<file path="src/rtl/bram_stream_reader_pkg.sv">
// Shared definitions for the BRAM stream reader.
//   BRAM_ADDR_W / BRAM_DATA_W : geometry of the 512x32 dual-port BRAM port
//   state_e                   : command FSM states
package bram_stream_reader_pkg;
  localparam int BRAM_ADDR_W = 9;
  localparam int BRAM_DATA_W = 32;

  typedef enum logic [1:0] {
    IDLE,
    RUN,
    DRAIN
  } state_e;
endpackage

</file>
<file path="src/rtl/bram_rd_buf.sv">
// Small synchronous FIFO holding {last, data} words returned by the BRAM.
//   clk, rst_n            : clock, async active-low reset
//   push, push_last/data  : write one entry
//   pop                   : drop the head entry
//   head_last, head_data  : head entry (meaningful while count != 0)
//   count                 : current occupancy, 0..DEPTH
// DEPTH must be a power of two so the pointers wrap for free.
module bram_rd_buf #(
  parameter int DATA_W = 32,
  parameter int DEPTH  = 2,
  localparam int PTR_W = $clog2(DEPTH),
  localparam int CNT_W = $clog2(DEPTH + 1)
) (
  input  logic              clk,
  input  logic              rst_n,
  input  logic              push,
  input  logic              push_last,
  input  logic [DATA_W-1:0] push_data,
  input  logic              pop,
  output logic              head_last,
  output logic [DATA_W-1:0] head_data,
  output logic [CNT_W-1:0]  count
);
  logic [DEPTH-1:0][DATA_W:0] mem;
  logic [PTR_W-1:0]           wr_ptr, rd_ptr;

  always_ff @(posedge clk or negedge rst_n) begin
    if (!rst_n) begin
      mem    <= '0;
      wr_ptr <= '0;
      rd_ptr <= '0;
      count  <= '0;
    end else begin
      if (push) begin
        mem[wr_ptr] <= {push_last, push_data};
        wr_ptr      <= wr_ptr + 1'b1;
      end
      if (pop) rd_ptr <= rd_ptr + 1'b1;
      case ({push, pop})
        2'b10:   count <= count + 1'b1;
        2'b01:   count <= count - 1'b1;
        default: ;
      endcase
    end
  end

  assign {head_last, head_data} = mem[rd_ptr];
endmodule

</file>
<file path="src/rtl/bram_stream_reader.sv">
// Reads LEN consecutive BRAM words starting at BASE and streams them out
// on a valid/ready interface. Drives the read side of one BRAM port.
//   CLK, RSTN              : clock, async active-low reset
//   START, BASE, LEN       : command (accepted only while idle)
//   BUSY, DONE             : command in progress / one-cycle completion pulse
//   A, CE, WE, WEM, D, Q   : BRAM port (write pins tied inactive)
//   OUT_VALID/READY/DATA/LAST : output stream
module bram_stream_reader
  import bram_stream_reader_pkg::*;
#(
  parameter int ADDR_W = BRAM_ADDR_W,
  parameter int DATA_W = BRAM_DATA_W,
  parameter int BUF_D  = 2
) (
  input  logic              CLK,
  input  logic              RSTN,
  input  logic              START,
  input  logic [ADDR_W-1:0] BASE,
  input  logic [ADDR_W:0]   LEN,
  output logic              BUSY,
  output logic              DONE,
  output logic [ADDR_W-1:0] A,
  output logic              CE,
  output logic              WE,
  output logic [DATA_W-1:0] WEM,
  output logic [DATA_W-1:0] D,
  input  logic [DATA_W-1:0] Q,
  output logic              OUT_VALID,
  input  logic              OUT_READY,
  output logic [DATA_W-1:0] OUT_DATA,
  output logic              OUT_LAST
);
  localparam int CNT_W = $clog2(BUF_D + 1);

  state_e            state, state_nxt;
  logic [ADDR_W-1:0] base_q;
  logic [ADDR_W:0]   len_q, issued, accepted;
  logic              inflight, inflight_last, done_q;
  logic [CNT_W-1:0]  occ;
  logic [CNT_W:0]    credit_use;
  logic              issue, issue_last, pop, pop_last, start_ok;

  assign start_ok   = (state == IDLE) && START;
  assign pop        = OUT_VALID & OUT_READY;
  assign issue_last = (issued + 1'b1) == len_q;
  assign pop_last   = (accepted + 1'b1) == len_q;

  // Slots committed after this cycle: buffered + in-flight, less the word
  // leaving now. Counting the departing word keeps the stream at one word
  // per cycle with a 2-deep buffer; Q is always captured, never stalled.
  assign credit_use = {1'b0, occ} + {{CNT_W{1'b0}}, inflight} - {{CNT_W{1'b0}}, pop};
  assign issue      = (state == RUN) && (credit_use < (CNT_W + 1)'(BUF_D));

  always_comb begin
    state_nxt = state;
    case (state)
      IDLE:    if (START && LEN != '0) state_nxt = RUN;
      RUN:     if (issue && issue_last) state_nxt = DRAIN;
      DRAIN:   if (pop && pop_last) state_nxt = IDLE;
      default: state_nxt = IDLE;
    endcase
  end

  always_ff @(posedge CLK or negedge RSTN) begin
    if (!RSTN) begin
      state         <= IDLE;
      base_q        <= '0;
      len_q         <= '0;
      issued        <= '0;
      accepted      <= '0;
      inflight      <= 1'b0;
      inflight_last <= 1'b0;
      done_q        <= 1'b0;
    end else begin
      state         <= state_nxt;
      inflight      <= issue;
      inflight_last <= issue & issue_last;
      // Zero-length commands complete without touching the BRAM.
      done_q        <= (start_ok && LEN == '0) || (state == DRAIN && pop && pop_last);
      if (start_ok) begin
        base_q   <= BASE;
        len_q    <= LEN;
        issued   <= '0;
        accepted <= '0;
      end else begin
        if (issue && issued != len_q)  issued   <= issued + 1'b1;
        if (pop && accepted != len_q)  accepted <= accepted + 1'b1;
      end
    end
  end

  bram_rd_buf #(.DATA_W(DATA_W), .DEPTH(BUF_D)) u_buf (
    .clk       (CLK),
    .rst_n     (RSTN),
    .push      (inflight),
    .push_last (inflight_last),
    .push_data (Q),
    .pop       (pop),
    .head_last (OUT_LAST),
    .head_data (OUT_DATA),
    .count     (occ)
  );

  // Address wraps naturally through the ADDR_W-bit truncation.
  assign A         = base_q + issued[ADDR_W-1:0];
  assign CE        = issue;
  assign WE        = 1'b0;
  assign WEM       = '0;
  assign D         = '0;
  assign BUSY      = (state != IDLE);
  assign DONE      = done_q;
  assign OUT_VALID = (occ != '0);
endmodule
</file>
<file path="config.mk">
export PLATFORM = sky130hd
export DESIGN_NAME = bram_stream_reader
export DESIGN_NICKNAME = d
export VERILOG_FILES = /design/src/rtl/bram_stream_reader_pkg.sv /design/src/rtl/bram_rd_buf.sv /design/src/rtl/bram_stream_reader.sv
export SDC_FILE = /design/constraint.sdc
export NUM_CORES = 1
export LEC_CHECK = 0
export CAP_MARGIN = 20
export CORE_MARGIN = 2
export CORE_UTILIZATION = 40
export CTS_CLUSTER_SIZE = 30
export DETAILED_ROUTE_END_ITERATION = 8
export GPL_TIMING_DRIVEN = 0
export MAX_ROUTING_LAYER = met4
export PLACE_DENSITY = 0.68
export SLEW_MARGIN = 30
export SYNTH_ARGS = -nofsm -noshare
export SYNTH_HDL_FRONTEND = slang
export SYNTH_SLANG_ARGS = --single-unit
</file>
<file path="constraint.sdc">
create_clock -name CLK -period 5.88 [get_ports CLK]
set_input_delay 1.176 -clock CLK [delete_from_list [all_inputs] [get_ports CLK]]
set_output_delay 1.176 -clock CLK [all_outputs]
set_load 0.02 [all_outputs]
</file>
; Word level (Yosys, flattened, before mapping)
; Index checks and enable logic that the tools add are counted.
[totals]
ff_bits = 114
latchBits = 0
ramBits = 0
mem_bits_ro = 0
input_bits = 55
out_inout_bits = 111
word_cells = 74
mem_count = 0
[op_classes]
n_addsub = 9
multipliers = 0
div_mod_pow = 0
order_cmp = 4
n_eq_ne = 11
shift = 0
n_mux = 14
bitwise_logic = 2
n_reduce_logical = 21
[ops]
columns = operator, count
row1 = $mux 33, 3
row2 = $bwmux 66, 1
row3 = $mux 10, 4
row4 = $demux 33 s1, 1
row5 = $add 10x1->10 const B, 2
row6 = $eq 10x10->1, 2
row7 = $ne 10x10->1, 2
row8 = $logic_and 1x1->1, 11
row9 = $logic_not 10->1, 1
row10 = $reduce_bool 10->1, 1
row11 = $reduce_bool 2->1, 5
row12 = $add 9x9->9, 1
row13 = $mux 2, 3
row14 = $pmux 2 s3, 1
row15 = $eq 2x1->1 const B, 2
row16 = $eq 2x2->1 const B, 2
row17 = $lt 1x2->1 const B, 2
row18 = $ne 2x1->1 const B, 2
row19 = $pmux 2 s2, 1
row20 = $add 2x1->3, 1
row21 = $lt 3x2->1 const B, 1
row22 = $reduce_and 3->1, 1
row23 = $sub 3x1->3, 1
row24 = $add 1x1->1 const B, 2
row25 = other kinds (7), 8

; Logic depth before layout (Yosys ltp)
; Gate-level depths: netlist of run 1.
[logic_depth]
ltp_word = 8
mapped_depth = 14
ltp_nobuf = 12

; Modules after synthesis
; From an unflattened synthesis of run 1, not the netlist that was laid out.
[unflattened]
hier_cells = 601
area_unflattened_um2 = 6517.5
[modules_own_cells]
columns = module, instances, cells_per_inst, area_per_inst_um2, seq_area_each_um2
row1 = bram_stream_reader, 1, 412, 3482.1, 1101.1
row2 = bram_rd_buf, 1, 189, 3035.4, 1751.7

; Worst setup path before layout of run 1
; Ideal clock, no wire load.
[synth_timing]
path_kind = input port to output port
startpoint = input port OUT_READY
endpoint = output port CE
t_arrival_ns = 2.896
required_ns = 4.704
path_slack_ns = 1.808
path_stages = 9
n_path_buf = 1
path_cell_list = nand2_1 > clkbuf_1 > inv_1 > ha_1 > nand2b_1 > fa_1 > xnor2_1 > nand4_1 > inv_1
[synth_between]
elab_chain_len = 4
[synth_lines]
columns = item, line
row1 = from (decl), bram_stream_reader.sv:29  ; input logic OUT_READY,
row2 = $and 1x1->1, bram_stream_reader.sv:44  ; assign pop = OUT_VALID & OUT_READY;
row3 = via pop, bram_stream_reader.sv:41  ; logic issue, issue_last, pop, pop_last, start_ok;
row4 = $sub 3x1->3, bram_stream_reader.sv:51  ; assign credit_use = {1'b0, occ} + {{CNT_W{1'b0}}, inflight} - {{CNT_W{1'b0}}, pop};
row5 = $lt 3x2->1, bram_stream_reader.sv:52  ; assign issue = (state == RUN) && (credit_use < (CNT_W + 1)'(BUF_D));
row6 = $logic_and 1x1->1, bram_stream_reader.sv:52
row7 = to (decl), bram_stream_reader.sv:23  ; output logic CE,
; The timed path passes the listed nets, and every way through them passes these cells.

; Worst setup path in the final report of run 1
; Ends and elaborated chain as after synthesis.

==> flow_metrics.env, run 1 <==
export IMPL_clock_skew_ns=0.00488
export IMPL_post_route_period_util=0.924
export IMPL_reg2reg_from="u_buf.count[1]"
export IMPL_area_growth_pct=33.6
export IMPL_dp_hpwl_um=10700
export IMPL_rrSetupSlack_ns=2.18
export IMPL_num_antenna_cells=0
export IMPL_place_area_um2=7890
export IMPL_maxSlewHeadroom=0.552
export IMPL_holdPathStages=1
export IMPL_fin_cells=1004
export IMPL_cts_hold_buf=0
export IMPL_clock_path_buffers=2
export IMPL_grt_use_total=0.186
export IMPL_synth_top_cell_area_share=0.450
export IMPL_post_place_ws_ns=0.431
export IMPL_yosys_top_cells_count="dfrtp_1, mux2_2, nand2_1"
export IMPL_outcome="completed"
export IMPL_grt_pass1_vias=4789
export IMPL_worst_pin_slew_ns=0.672
export IMPL_cp_end_kind="output pin"
export IMPL_rows=46
export IMPL_hold_start="state[1]"
export IMPL_drt_iter0_markers=261
export IMPL_wire_per_inst_um=14.6
export IMPL_cp_start_kind="input pin"
export IMPL_clk_latency_ns=0.42
export IMPL_place_gp_congestion=0.902
export IMPL_cp_max_fo=10
export IMPL_syn_inst=591
export IMPL_p_per_area_nw_per_um2=557
export IMPL_grt_max_degree=78
export IMPL_yosys_top_cells_area="dfrtp_1, mux2_2, buf_4"
export IMPL_min_period_ns=5.44
export IMPL_die_width_um=130
export IMPL_min_path_type="flip-flop to flip-flop"
export IMPL_dp_cells=972
export IMPL_port_buffers=100
export IMPL_hold_slack_ns=0.486
export IMPL_overflow=0
export IMPL_cts_tree="done"
export IMPL_ir_worst_vdd_mv=0.264
export IMPL_rsz0062_at_grt="no"
export IMPL_r2r_cells=14
export IMPL_clockRootBuffer="clkbuf_16"
export IMPL_critPathArrivalTime_ns=4.26
export IMPL_yosysMostFrequentCell="dfrtp_1"
export IMPL_die_h_um=130
export IMPL_hold_viol_final=0
export IMPL_drc=0
export IMPL_clock_sinks=114
export IMPL_netlist_area_um2=6340
export IMPL_post_cts_buffers=0
export IMPL_postRouteWirelength_um=14600
export IMPL_route_vias_total=4616
export IMPL_report_final_slew_viol_count=0
export IMPL_path_class="input pin to output pin"
export IMPL_yosys_warnings=0
export IMPL_final_nets=844
export IMPL_fmax_mhz=184
export IMPL_grt_pass1_wl_um=23700
export IMPL_yosys_area_top_type="dfrtp_1"
export IMPL_yosysSeqAreaShare=0.450
export IMPL_avgSynthCellArea_um2=10.7
export IMPL_dieArea_um2=16900
export IMPL_drtPass1Iterations=4
export IMPL_synth_edff_count=0
export IMPL_synth_seq_cells=114
export IMPL_numCtsBuffers=17
export IMPL_ctsResizeCount=0
export IMPL_ys_types=49
export IMPL_fin_ws_ns=0.445
export IMPL_ant_nets=0
export IMPL_leakage_nw=3.86
export IMPL_design_core_area_um2=15700
export IMPL_antenna_found_initial=0
export IMPL_power_total_mw=4.71
export IMPL_avgViaCountPerCell=4.60
export IMPL_io_pin_count=166
export IMPL_initial_core_util=0.404
export IMPL_async_flop_share=1.00
export IMPL_reg2reg_to="issued[7]"
export IMPL_drive_above_1_share=0.265
export IMPL_setup_viol=0
export IMPL_cts_max_level=4
export IMPL_final_area_um2=8470
export IMPL_min_to="state[0]"
export IMPL_crit_required_ns=4.70
export IMPL_max_cap_violations=0
export IMPL_clk_pin_slew_ns=0.06
export IMPL_ys_flop_type="dfrtp_1"
area by class of cell:
class | instances | area [um2]
Buffer | 90 | 584
Clock buffer | 17 | 425
Clock inverter | 15 | 159
Fill cell | 1407 | 7240
Inverter | 14 | 52.6
Multi-Input combinational cell | 437 | 3090
Sequential cell | 114 | 2850
Tap cell | 216 | 270
Timing Repair Buffer | 101 | 1030
cells in the final DEF, fill, tap and decap left out, types with 2 or more instances in the layout:
master,instances
nor4_1,6
inv_6,3
o32ai_1,2
clkinvlp_4,3
mux2_2,99
buf_1,4
conb_1,65
o31ai_1,3
or2_2,3
o22ai_1,2
xor2_1,22
ha_1,12
inv_1,14
dfrtp_1,114
fa_1,2
clkinv_2,3
nand2b_1,4
clkbuf_1,19
o2111ai_1,2
clkdlybuf4s50_1,99
nor3b_1,4
nor2_1,24
and3_1,3
nand3_1,9
bufinv_16,2
nand4_1,6
a31o_2,2
or4_1,2
a21oi_1,6
buf_4,65
nor2b_1,3
nor4b_1,3
and2_1,4
o21ai_0,14
xnor2_1,33
nand2_1,76
o211ai_1,4
clkbuf_16,17
clkinv_4,4
nor3_1,8
stage by stage:
stage / util / setup TNS [ns]
2_1_floorplan: - / 0
3_3_place_gp: 0.500 / -73.04
3_5_place_dp: 0.502 / 0
4_1_cts: 0.539 / 0
5_1_grt: 0.539 / 0
6_report: 0.539 / 0
layer usage:
layer	up-vias	track usage	wire (um)
li1	2255	-	-
met1	2216	0.223	6470
met5	-	-	0
met4	0	0.0683	304
met2	122	0.304	7090
met3	23	0.0472	754
registers in the layout, summed over array words and instances, names as in the netlist:
name / cells
DONE: 1
accepted: 10
inflight_last: 1
len_q: 10
u_buf.mem: 66
u_buf.rd_ptr: 1
inflight: 1
base_q: 9
issued: 10
u_buf.count: 2
u_buf.wr_ptr: 1
state: 2
power by group:
part / switching, mW / total (mW) / internal [mW]
sequential: 0.226 / 1.35 / 1.12
combinational: 1.17 / 2.35 / 1.18
clock: 0.387 / 1.01 / 0.626
total: 1.78 / 4.71 / 2.93
worst max path at each step:
| stage | from | to | slack, ns | cells past startpoint |
|---|---|---|---|---|
| 2_1_floorplan | OUT_READY | CE | 1.81 | 9 |
| 3_3_place_gp | RSTN | accepted[6] | -0.65 | 1 |
| 3_5_place_dp | OUT_READY | CE | 0.43 | 11 |
| 4_1_cts | OUT_READY | CE | 0.44 | 11 |
| 5_1_grt | OUT_READY | CE | 0.24 | 11 |
| 6_report | OUT_READY | CE | 0.44 | 11 |
cells by family (layout without fill, tap and decap cells):
logic type,Yosys count,after routing,share of synthesized area
buf+inv,104,237,0.100
flops,114,114,0.450
simple gates,162,162,0.124
mux,100,100,0.177
compound gates,41,41,0.0418
fa+ha+maj,14,14,0.0300
xor+xnor,55,55,0.0760
other cells,1,65,0.000591
worst max-delay path: stages:
cell and delay, ns:
clkdlybuf4s50_1 0.41, nand2_1 0.12, clkbuf_1 0.41, inv_1 0.13, ha_1 0.29, nand2b_1 0.15, fa_1 0.38, xnor2_1 0.16
nand4_1 0.23, inv_1 0.18, clkdlybuf4s50_1 0.62
Power figures use the tool's default switching activity.
==> inputs of run 2 (changes only) <==
Settings changed: CORE_ASPECT_RATIO set to 0.75.
==> flow_metrics.env, run 2 (same netlist as run 1, synthesis figures left out) <==
export IMPL_clockRootBuffer="clkbuf_16"
export IMPL_maxSlewHeadroom=0.557
export IMPL_numCtsBuffers=17
export IMPL_place_area_um2=7870
export IMPL_overflow=0
export IMPL_post_route_period_util=0.940
export IMPL_clk_pin_slew_ns=0.05
export IMPL_outcome="completed"
export IMPL_cp_max_fo=10
export IMPL_report_final_slew_viol_count=0
export IMPL_critPathArrivalTime_ns=4.35
export IMPL_power_total_mw=4.65
export IMPL_fmax_mhz=181
export IMPL_hold_start="state[1]"
export IMPL_worstPathCellList="clkdlybuf4s50_1 -> nand2_1 -> clkbuf_1 -> inv_1 -> ha_1 -> nand2b_1 -> fa_1 -> xnor2_1 -> nand4_1 -> inv_1 -> clkdlybuf4s50_1"
export IMPL_rows=39
export IMPL_wire_per_inst_um=15.0
export IMPL_clock_sinks=114
export IMPL_clk_latency_ns=0.41
export IMPL_min_path_type="flip-flop to flip-flop"
export IMPL_cts_hold_buf=0
export IMPL_ant_nets=0
export IMPL_hold_viol_final=0
export IMPL_max_cap_violations=0
export IMPL_hold_slack_ns=0.485
export IMPL_fin_ws_ns=0.354
export IMPL_ctsResizeCount=0
export IMPL_drt_iter0_markers=260
export IMPL_nFillCells=1328
export IMPL_drtPass1Iterations=5
export IMPL_final_area_um2=8420
export IMPL_cts_tree="done"
export IMPL_die_h_um=113
export IMPL_max_stage_delay_ns=0.62
export IMPL_min_period_ns=5.53
export IMPL_largest_reg_flops=66
export IMPL_reg2reg_from="u_buf.count[1]"
export IMPL_post_cts_buffers=0
export IMPL_regMostFlops="u_buf.mem"
export IMPL_avgViaCountPerCell=4.72
export IMPL_area_growth_pct=32.7
export IMPL_cp_start_kind="input pin"
export IMPL_seqCellArea_um2=2850
export IMPL_p_per_area_nw_per_um2=552
export IMPL_dieArea_um2=16900
export IMPL_grt_pass1_vias=4679
export IMPL_clock_path_buffers=2
export IMPL_postRouteWirelength_um=14900
export IMPL_num_antenna_cells=0
export IMPL_multiInputGateArea_um2=3090
export IMPL_initial_core_util=0.413
export IMPL_post_place_ws_ns=0.393
export IMPL_design_core_area_um2=15400
export IMPL_crit_buf_inv=5
export IMPL_port_buffers=100
export IMPL_cp_top_family="buffers and inverters"
export IMPL_rsz0062_at_grt="no"
export IMPL_final_nets=844
export IMPL_place_gp_congestion=0.922
export IMPL_drc=0
export IMPL_dp_hpwl_um=11200
export IMPL_route_vias_total=4684
export IMPL_drive_above_1_share=0.264
export IMPL_antenna_found_initial=0
export IMPL_crit_required_ns=4.70
export IMPL_grt_pass1_wl_um=23700
export IMPL_die_width_um=149
export IMPL_setup_viol=0
export IMPL_cp_end_kind="output pin"
export IMPL_leakage_nw=3.84
export IMPL_final_common_cell="dfrtp_1"
export IMPL_worst_pin_slew_ns=0.664
export IMPL_cts_max_level=4
export IMPL_startpoint="OUT_READY"
export IMPL_path_class="input pin to output pin"
export IMPL_final_cell_mix="dfrtp_1, mux2_2, clkdlybuf4s50_1"
export IMPL_grt_max_degree=85
export IMPL_ir_worst_vdd_mv=0.185
export IMPL_io_pin_count=166
export IMPL_clock_skew_ns=0.0114
export IMPL_slowest_stage="clkdlybuf4s50_1"
export IMPL_grt_use_total=0.185
==> run 2: worst paths after layout <==
kind / endpoint / slack (ns) / depth (start not counted)
setup / recovery: CE / 0.35 / 11
min in group asynchronous: len_q[2] / 0.61 / 1
hold / removal: state[0] / 0.48 / 1
max in group asynchronous: u_buf.mem[61] / 4.56 / 2
setup reg to reg: issued[9] / 2.03 / 14
hold reg to reg: state[0] / 0.48 / 1
==> run 2: stage by stage <==
step,setup TNS [ns],utilization,cells
floorplan,0,-,655
global placement,-73.33,0.510,960
detailed placement,0,0.512,961
CTS,0,0.548,993
global route,0,0.548,993
finish,0,0.548,993
==> run 2: metal layers <==
metal	wire, um	GRT usage
met1	6780	0.247
met2	7060	0.284
met3	862	0.0391
met4	157	0.0584
met5	0	-
==> run 2: power by group <==
| group | switching (mW) | internal (mW) | total, mW | leakage, nW |
|---|---|---|---|---|
| Sequential | 0.225 | 1.12 | 1.35 | 1.40 |
| Clock | 0.367 | 0.577 | 0.943 | 0.262 |
| Combinational | 1.17 | 1.18 | 2.35 | 2.18 |
| Total | 1.76 | 2.89 | 4.65 | 3.84 |
==> run 2: layout make-up <==
class	instances	share of cell area
clock inverters	14	0.0138
repair buffers	101	0.123
plain buffers	90	0.0694
well taps	205	0.0305
clock buffers	18	0.0510
inverters	14	0.00624
multi-input cells	437	0.367
flip-flops and latches	114	0.339
